[config.mk]
export PLATFORM = sky130hd
export DESIGN_NAME = lsu
export DESIGN_NICKNAME = d
export VERILOG_FILES = /design/src/rtl/types.sv /design/src/rtl/lsu_align.sv /design/src/rtl/lsu.sv
export SDC_FILE = /design/constraint.sdc
export NUM_CORES = 1
export LEC_CHECK = 0
export ABC_CLOCK_PERIOD_IN_PS = 1860
export CORE_UTILIZATION = 41
export DETAILED_ROUTE_END_ITERATION = 12
export MAX_ROUTING_LAYER = met4
export PLACE_DENSITY = 0.85
export SYNTH_ARGS = -nofsm -noshare
export SYNTH_HDL_FRONTEND = slang
export SYNTH_HIERARCHICAL = 1
export SYNTH_SLANG_ARGS = --single-unit
[constraint.sdc]
create_clock -name clk -period 1.86 [get_ports clk]
set_clock_uncertainty 0.2 [all_clocks]
set_input_delay 0.279 -clock clk [delete_from_list [all_inputs] [get_ports clk]]
set_output_delay 0.279 -clock clk [all_outputs]
set_load 0.03 [all_outputs]
[src/rtl/types.sv]
// Shared LSU types: data word, memory op encoding {store, unsigned, size} and FSM states.
package lsu_pkg;

  typedef logic [31:0] word_t;

  localparam logic [1:0] SZ_B = 2'd0;
  localparam logic [1:0] SZ_H = 2'd1;
  localparam logic [1:0] SZ_W = 2'd2;

  typedef enum logic [3:0] {
    LB  = 4'b0000,
    LH  = 4'b0001,
    LW  = 4'b0010,
    LBU = 4'b0100,
    LHU = 4'b0101,
    SB  = 4'b1000,
    SH  = 4'b1001,
    SW  = 4'b1010
  } lsu_op_t;

  typedef enum logic [1:0] {
    IDLE = 2'd0,
    BUS  = 2'd1,
    RESP = 2'd2
  } lsu_state_t;

  // Any encoding outside the defined set behaves as a plain word load.
  function automatic lsu_op_t op_norm(input lsu_op_t op);
    case (op)
      LB, LH, LW, LBU, LHU, SB, SH, SW: return op;
      default:                          return LW;
    endcase
  endfunction

  function automatic logic misaligned(input lsu_op_t op, input logic [1:0] addr_lo);
    case (op[1:0])
      SZ_H:    return addr_lo[0];
      SZ_W:    return addr_lo != 2'b00;
      default: return 1'b0;
    endcase
  endfunction

endpackage

[src/rtl/lsu_align.sv]
// Lane steering: store strobes and replicated write data, load byte/halfword extraction and extension.
module lsu_align
  import lsu_pkg::*;
(
  input  lsu_op_t     op,
  input  logic [1:0]  addr_lo,
  input  word_t       wdata,
  input  word_t       rdata,
  output logic [3:0]  wstrb,
  output word_t       wdata_lane,
  output word_t       rdata_ext
);

  word_t shifted;

  always_comb begin
    wstrb      = 4'b0000;
    wdata_lane = wdata;
    rdata_ext  = '0;
    shifted    = rdata >> {addr_lo, 3'b000};
    case (op[1:0])
      SZ_B: begin
        wstrb      = 4'b0001 << addr_lo;
        wdata_lane = {4{wdata[7:0]}};
        rdata_ext  = op[2] ? {24'h0, shifted[7:0]} : {{24{shifted[7]}}, shifted[7:0]};
      end
      SZ_H: begin
        wstrb      = 4'b0011 << addr_lo;
        wdata_lane = {2{wdata[15:0]}};
        rdata_ext  = op[2] ? {16'h0, shifted[15:0]} : {{16{shifted[15]}}, shifted[15:0]};
      end
      default: begin
        wstrb      = 4'b1111;
        wdata_lane = wdata;
        rdata_ext  = rdata;
      end
    endcase
    if (!op[3]) wstrb = 4'b0000;
  end

endmodule

[src/rtl/lsu.sv]
// Load/store unit: one outstanding access, IDLE -> BUS -> RESP, misaligned accesses optionally trapped.
module lsu
  import lsu_pkg::*;
#(
  parameter bit ALIGN_CHECK = 1'b1
) (
  input  logic        clk,
  input  logic        rst_n,
  input  logic        req_valid,
  output logic        req_ready,
  input  lsu_op_t     req_op,
  input  word_t       req_addr,
  input  word_t       req_wdata,
  output logic        mem_valid,
  input  logic        mem_ready,
  output word_t       mem_addr,
  output logic        mem_we,
  output logic [3:0]  mem_wstrb,
  output word_t       mem_wdata,
  input  word_t       mem_rdata,
  output logic        rsp_valid,
  input  logic        rsp_ready,
  output word_t       rsp_data,
  output logic        rsp_err,
  output lsu_state_t  fsm_state
);

  // Handshakes: a transfer happens on a rising edge where valid and ready are both high;
  // valid never waits on ready, and the offering side holds its payload until the transfer.

  lsu_state_t state, state_next;
  logic       alive;
  lsu_op_t    op_q;
  word_t      addr_q, wdata_q, rsp_data_q;
  logic       rsp_err_q;
  lsu_op_t    op_in;
  logic       mis_in;
  logic       accept;
  logic [3:0] strb;
  word_t      lane_data, ext_data;

  assign op_in  = op_norm(req_op);
  assign mis_in = ALIGN_CHECK && misaligned(op_in, req_addr[1:0]);
  assign accept = (state == IDLE) && alive && req_valid;

  lsu_align u_align (
    .op         (op_q),
    .addr_lo    (addr_q[1:0]),
    .wdata      (wdata_q),
    .rdata      (mem_rdata),
    .wstrb      (strb),
    .wdata_lane (lane_data),
    .rdata_ext  (ext_data)
  );

  always_ff @(posedge clk or negedge rst_n) begin
    if (!rst_n) state <= IDLE;
    else        state <= state_next;
  end

  always_comb begin
    state_next = state;
    req_ready  = 1'b0;
    mem_valid  = 1'b0;
    rsp_valid  = 1'b0;
    case (state)
      IDLE: begin
        req_ready = alive;
        if (alive && req_valid) state_next = mis_in ? RESP : BUS;
      end
      BUS: begin
        mem_valid = 1'b1;
        if (mem_ready) state_next = RESP;
      end
      RESP: begin
        rsp_valid = 1'b1;
        if (rsp_ready) state_next = IDLE;
      end
      default: state_next = IDLE;
    endcase
  end

  // alive keeps req_ready low until the first edge after reset release.
  always_ff @(posedge clk or negedge rst_n) begin
    if (!rst_n) begin
      alive      <= 1'b0;
      op_q       <= LW;
      addr_q     <= '0;
      wdata_q    <= '0;
      rsp_data_q <= '0;
      rsp_err_q  <= 1'b0;
    end else begin
      alive <= 1'b1;
      if (accept) begin
        op_q       <= op_in;
        addr_q     <= req_addr;
        wdata_q    <= req_wdata;
        rsp_err_q  <= mis_in;
        rsp_data_q <= '0;
      end else if (state == BUS && mem_ready) begin
        rsp_data_q <= op_q[3] ? '0 : ext_data;
      end
    end
  end

  assign mem_addr  = {addr_q[31:2], 2'b00};
  assign mem_we    = mem_valid & op_q[3];
  assign mem_wstrb = mem_valid ? strb : 4'b0000;
  assign mem_wdata = lane_data;
  assign rsp_data  = rsp_data_q;
  assign rsp_err   = rsp_err_q;
  assign fsm_state = state;

endmodule

==> metrics <==
maximum capacitance violations 0; Crit path top cell by count and2_4; DRC viols 0; vias per std cell 5.382; DP Wirelength 12.77 mm; sequential power share 26.4%; Placer Congestion 0.8992; Antenna Violating Nets Remaining 0; #FFs+latches synth 104; P_int 0.007742 W; # diodes 0; Worst setup SP type flip-flop; Hold Path Class primary input to flip-flop; cell taking the most area after synthesis dfrtp_1; synth top area cells dfrtp_1, nand2_1, buf_4, mux2_2, a21oi_1; Worst path max stage delay 0.69 ns; ys flop type dfrtp_1; first-pass GRT wire length 29.64 mm; CP top delay family flip-flops; Critical Path RT 1.38 ns; Buffers on Ports 209; most frequent cells in the layout nand2_1, clkdlybuf4s50_1, dfrtp_1; VDD IR-drop max 1.005 mV; Final min period 2.157 ns; power per cell area 1544 mW/mm²; share of layout cells above drive strength 1 23.17%; drt pass-1 iters 5; Leakage 4.664 nW; Seq/Total Area, Yosys 45.27%; CP Cell Sequence buf_12 -> o21bai_4 -> and2_4 -> and2_4 -> buf_6; unrepaired setup endpoints after global routing true; WP buf/inv 2; Post-synth EDFFs 0; Slowest-stage cell, CP dfstp_4; Least-Margin Pin Slew 0.6256 ns; Initial Util 42.75%; vias in the first global route 5746; CTS tree done; CTS Buffer Depth 2; clock transition at the registers of the reported paths 0.07 ns; FF+latch area 0.002613 mm²; number of CTS-inserted buffers 9; Synth cell types 50; Mapped Cells 674; initial antenna violation count 0; die area 0.01451 mm²; Async S/R FF share, synth 100.0%; Fin Hold WS 0.2574 ns; drt first-iter violations 641; Post-Syn Area 0.005752 mm²; total number of vias 5732; Die Ht 120.4 µm; Setup violations, final 50; CP Capture Type output pin; most common cell after layout, fill and taps aside nand2_1; fin crit share 116.0%; number of warnings issued by yosys 6; Final WS setup -0.2970 ns; Critical Path AT 1.68 ns; Root Driver clkbuf_16; cell area after layout 0.008952 mm²; switching portion of total power 43.99%; Ports 212; Post-Route WL 18.92 mm; gr ovfl total 0; Final Hold Viols 0; Clock Latency Late Sink 0.34 ns; classification of the worst setup path flip-flop to output pin; top-area cell type share of the netlist area 44.81%; fin util 66.55%; Clock power frac 13.1%; Post-Place Setup Slack -0.3859 ns; largest net degree at the start of global routing 105; Setup TNS -9.637 ns; multi-input combinational cell area 0.002814 mm²; FP Rows 42; Sink Count 104; total track usage 27.18%; achievable frequency 463.6 MHz; layout net count 991; Mean Syn Cell Area 8.534 µm²; status finished with violations; Max-slew headroom 58.29%; H-tree levels 3; FILL cells 1076; DR WL/cell 17.76 µm; Logic pwr share 60.5%; CP max FO 5; DIE WIDTH 120.4 µm; area grow syn2layout 55.65%; Max Transition Viols Final 0; Net Switching 0.006081 W; core region area 0.01345 mm²; area post-placement 0.008050 mm²; failing checks negative setup slack
metal layers:
metal	share of wire (%)	GRT usage (%)	wire (µm)	vias up
li1	-	-	-	2629
met1	38	32.24	7260	2731
met2	50	45.73	9501	332
met3	8.6	5.189	1621	40
met4	2.8	10.49	533	0
met5	0	-	0	-
cells in the mapped netlist, types with 2 or more instances:
cell type and count:
clkbuf_1 13, mux2i_1 18, nor2b_1 4, nand3b_1 2, dfrtp_1 103, buf_6 3
clkinv_1 2, nand3_1 33, ha_1 2, inv_1 12, conb_1 2, buf_1 2
o211a_1 9, nor2_1 2, o21ai_0 19, buf_2 18, nand2_1 259, nand2b_1 2
o221ai_1 7, and2_1 5, a21oi_1 37, mux2_2 23, and3b_1 2, a22oi_1 6
buf_4 51, o31ai_1 9, o32ai_1 6
through the flow:
step	power [W]	cells
floorplan	0.008397	675
global placement	0.01098	1030
detailed placement	0.01110	1030
CTS	0.01343	1062
global route	0.01451	1065
finish	0.01382	1065
area by class of cell:
type / count / area share (%)
inverters: 14 / 0.6429
multi-input cells: 468 / 31.43
clock inverters: 1 / 0.05590
flip-flops and latches: 104 / 29.18
well taps: 176 / 2.460
clock buffers: 15 / 2.991
repair buffers: 287 / 33.24
power by group through the flow:
stage | Clock (W) | Sequential, W | Combinational, W
after floorplan | 0 | 0.00403 | 0.00437
final | 0.00181 | 0.00364 | 0.00837
after global routing | 0.00193 | 0.00374 | 0.00884
after CTS | 0.00184 | 0.00363 | 0.00796
after detailed placement | 0 | 0.00369 | 0.00741
after global placement | 0 | 0.00365 | 0.00733
what timing repair did:
action / 4_1_cts / 5_1_grt
endpoints found under the hold margin: 103 / 0
resized for setup: 160 / 71
endpoints found under the setup margin: 112 / 87
gates cloned: 2 / 0
pin swaps: 3 / 11
setup buffers: 13 / 5
hold buffers: 1 / 0
tightest hold or removal path, cell delays in order:
cell and delay (ns):
clkdlybuf4s50_1 0.39, nand2_1 0.06, nand2_1 0.04
path summary, 6_finish.rpt:
kind / from / end / slack (ns) / cells past startpoint
worst max-delay path: op_q[1]$_DFFE_PN1P_ / mem_wstrb[0] / -0.30 / 5
worst min-delay path: req_wdata[8] / wdata_q[8]$_DFFE_PN0P_ / 0.26 / 3
worst max register to register: op_q[1]$_DFFE_PN1P_ / rsp_data[22]$_DFFE_PN0P_ / -0.19 / 5
worst min register to register: addr_q[17]$_DFFE_PN0P_ / addr_q[17]$_DFFE_PN0P_ / 0.27 / 2
max in group asynchronous: rst_n / fsm_state[0]$_DFFE_PN0P_ / 0.63 / 3
min in group asynchronous: rst_n / rsp_data[29]$_DFFE_PN0P_ / 0.33 / 3
registers in the layout, indices dropped and copies added (netlist names):
name and count:
addr_q 32, rsp_data 32, wdata_q 32, op_q 4
fsm_state 2, alive 1, rsp_err 1
cells by family (layout without fill, tap and decap cells):
group           Yosys count  count (layout)  share of synthesized area [%]
simple gates            317             317                          22.99
compound gates          104             104                          12.10
flops                   104             104                          45.27
buf+inv                 103             317                          11.05
mux                      42              42                          8.027
fa+ha+maj                 2               2                         0.4350
other cells               2               3                         0.1306
(Power assumes the default switching activity.)
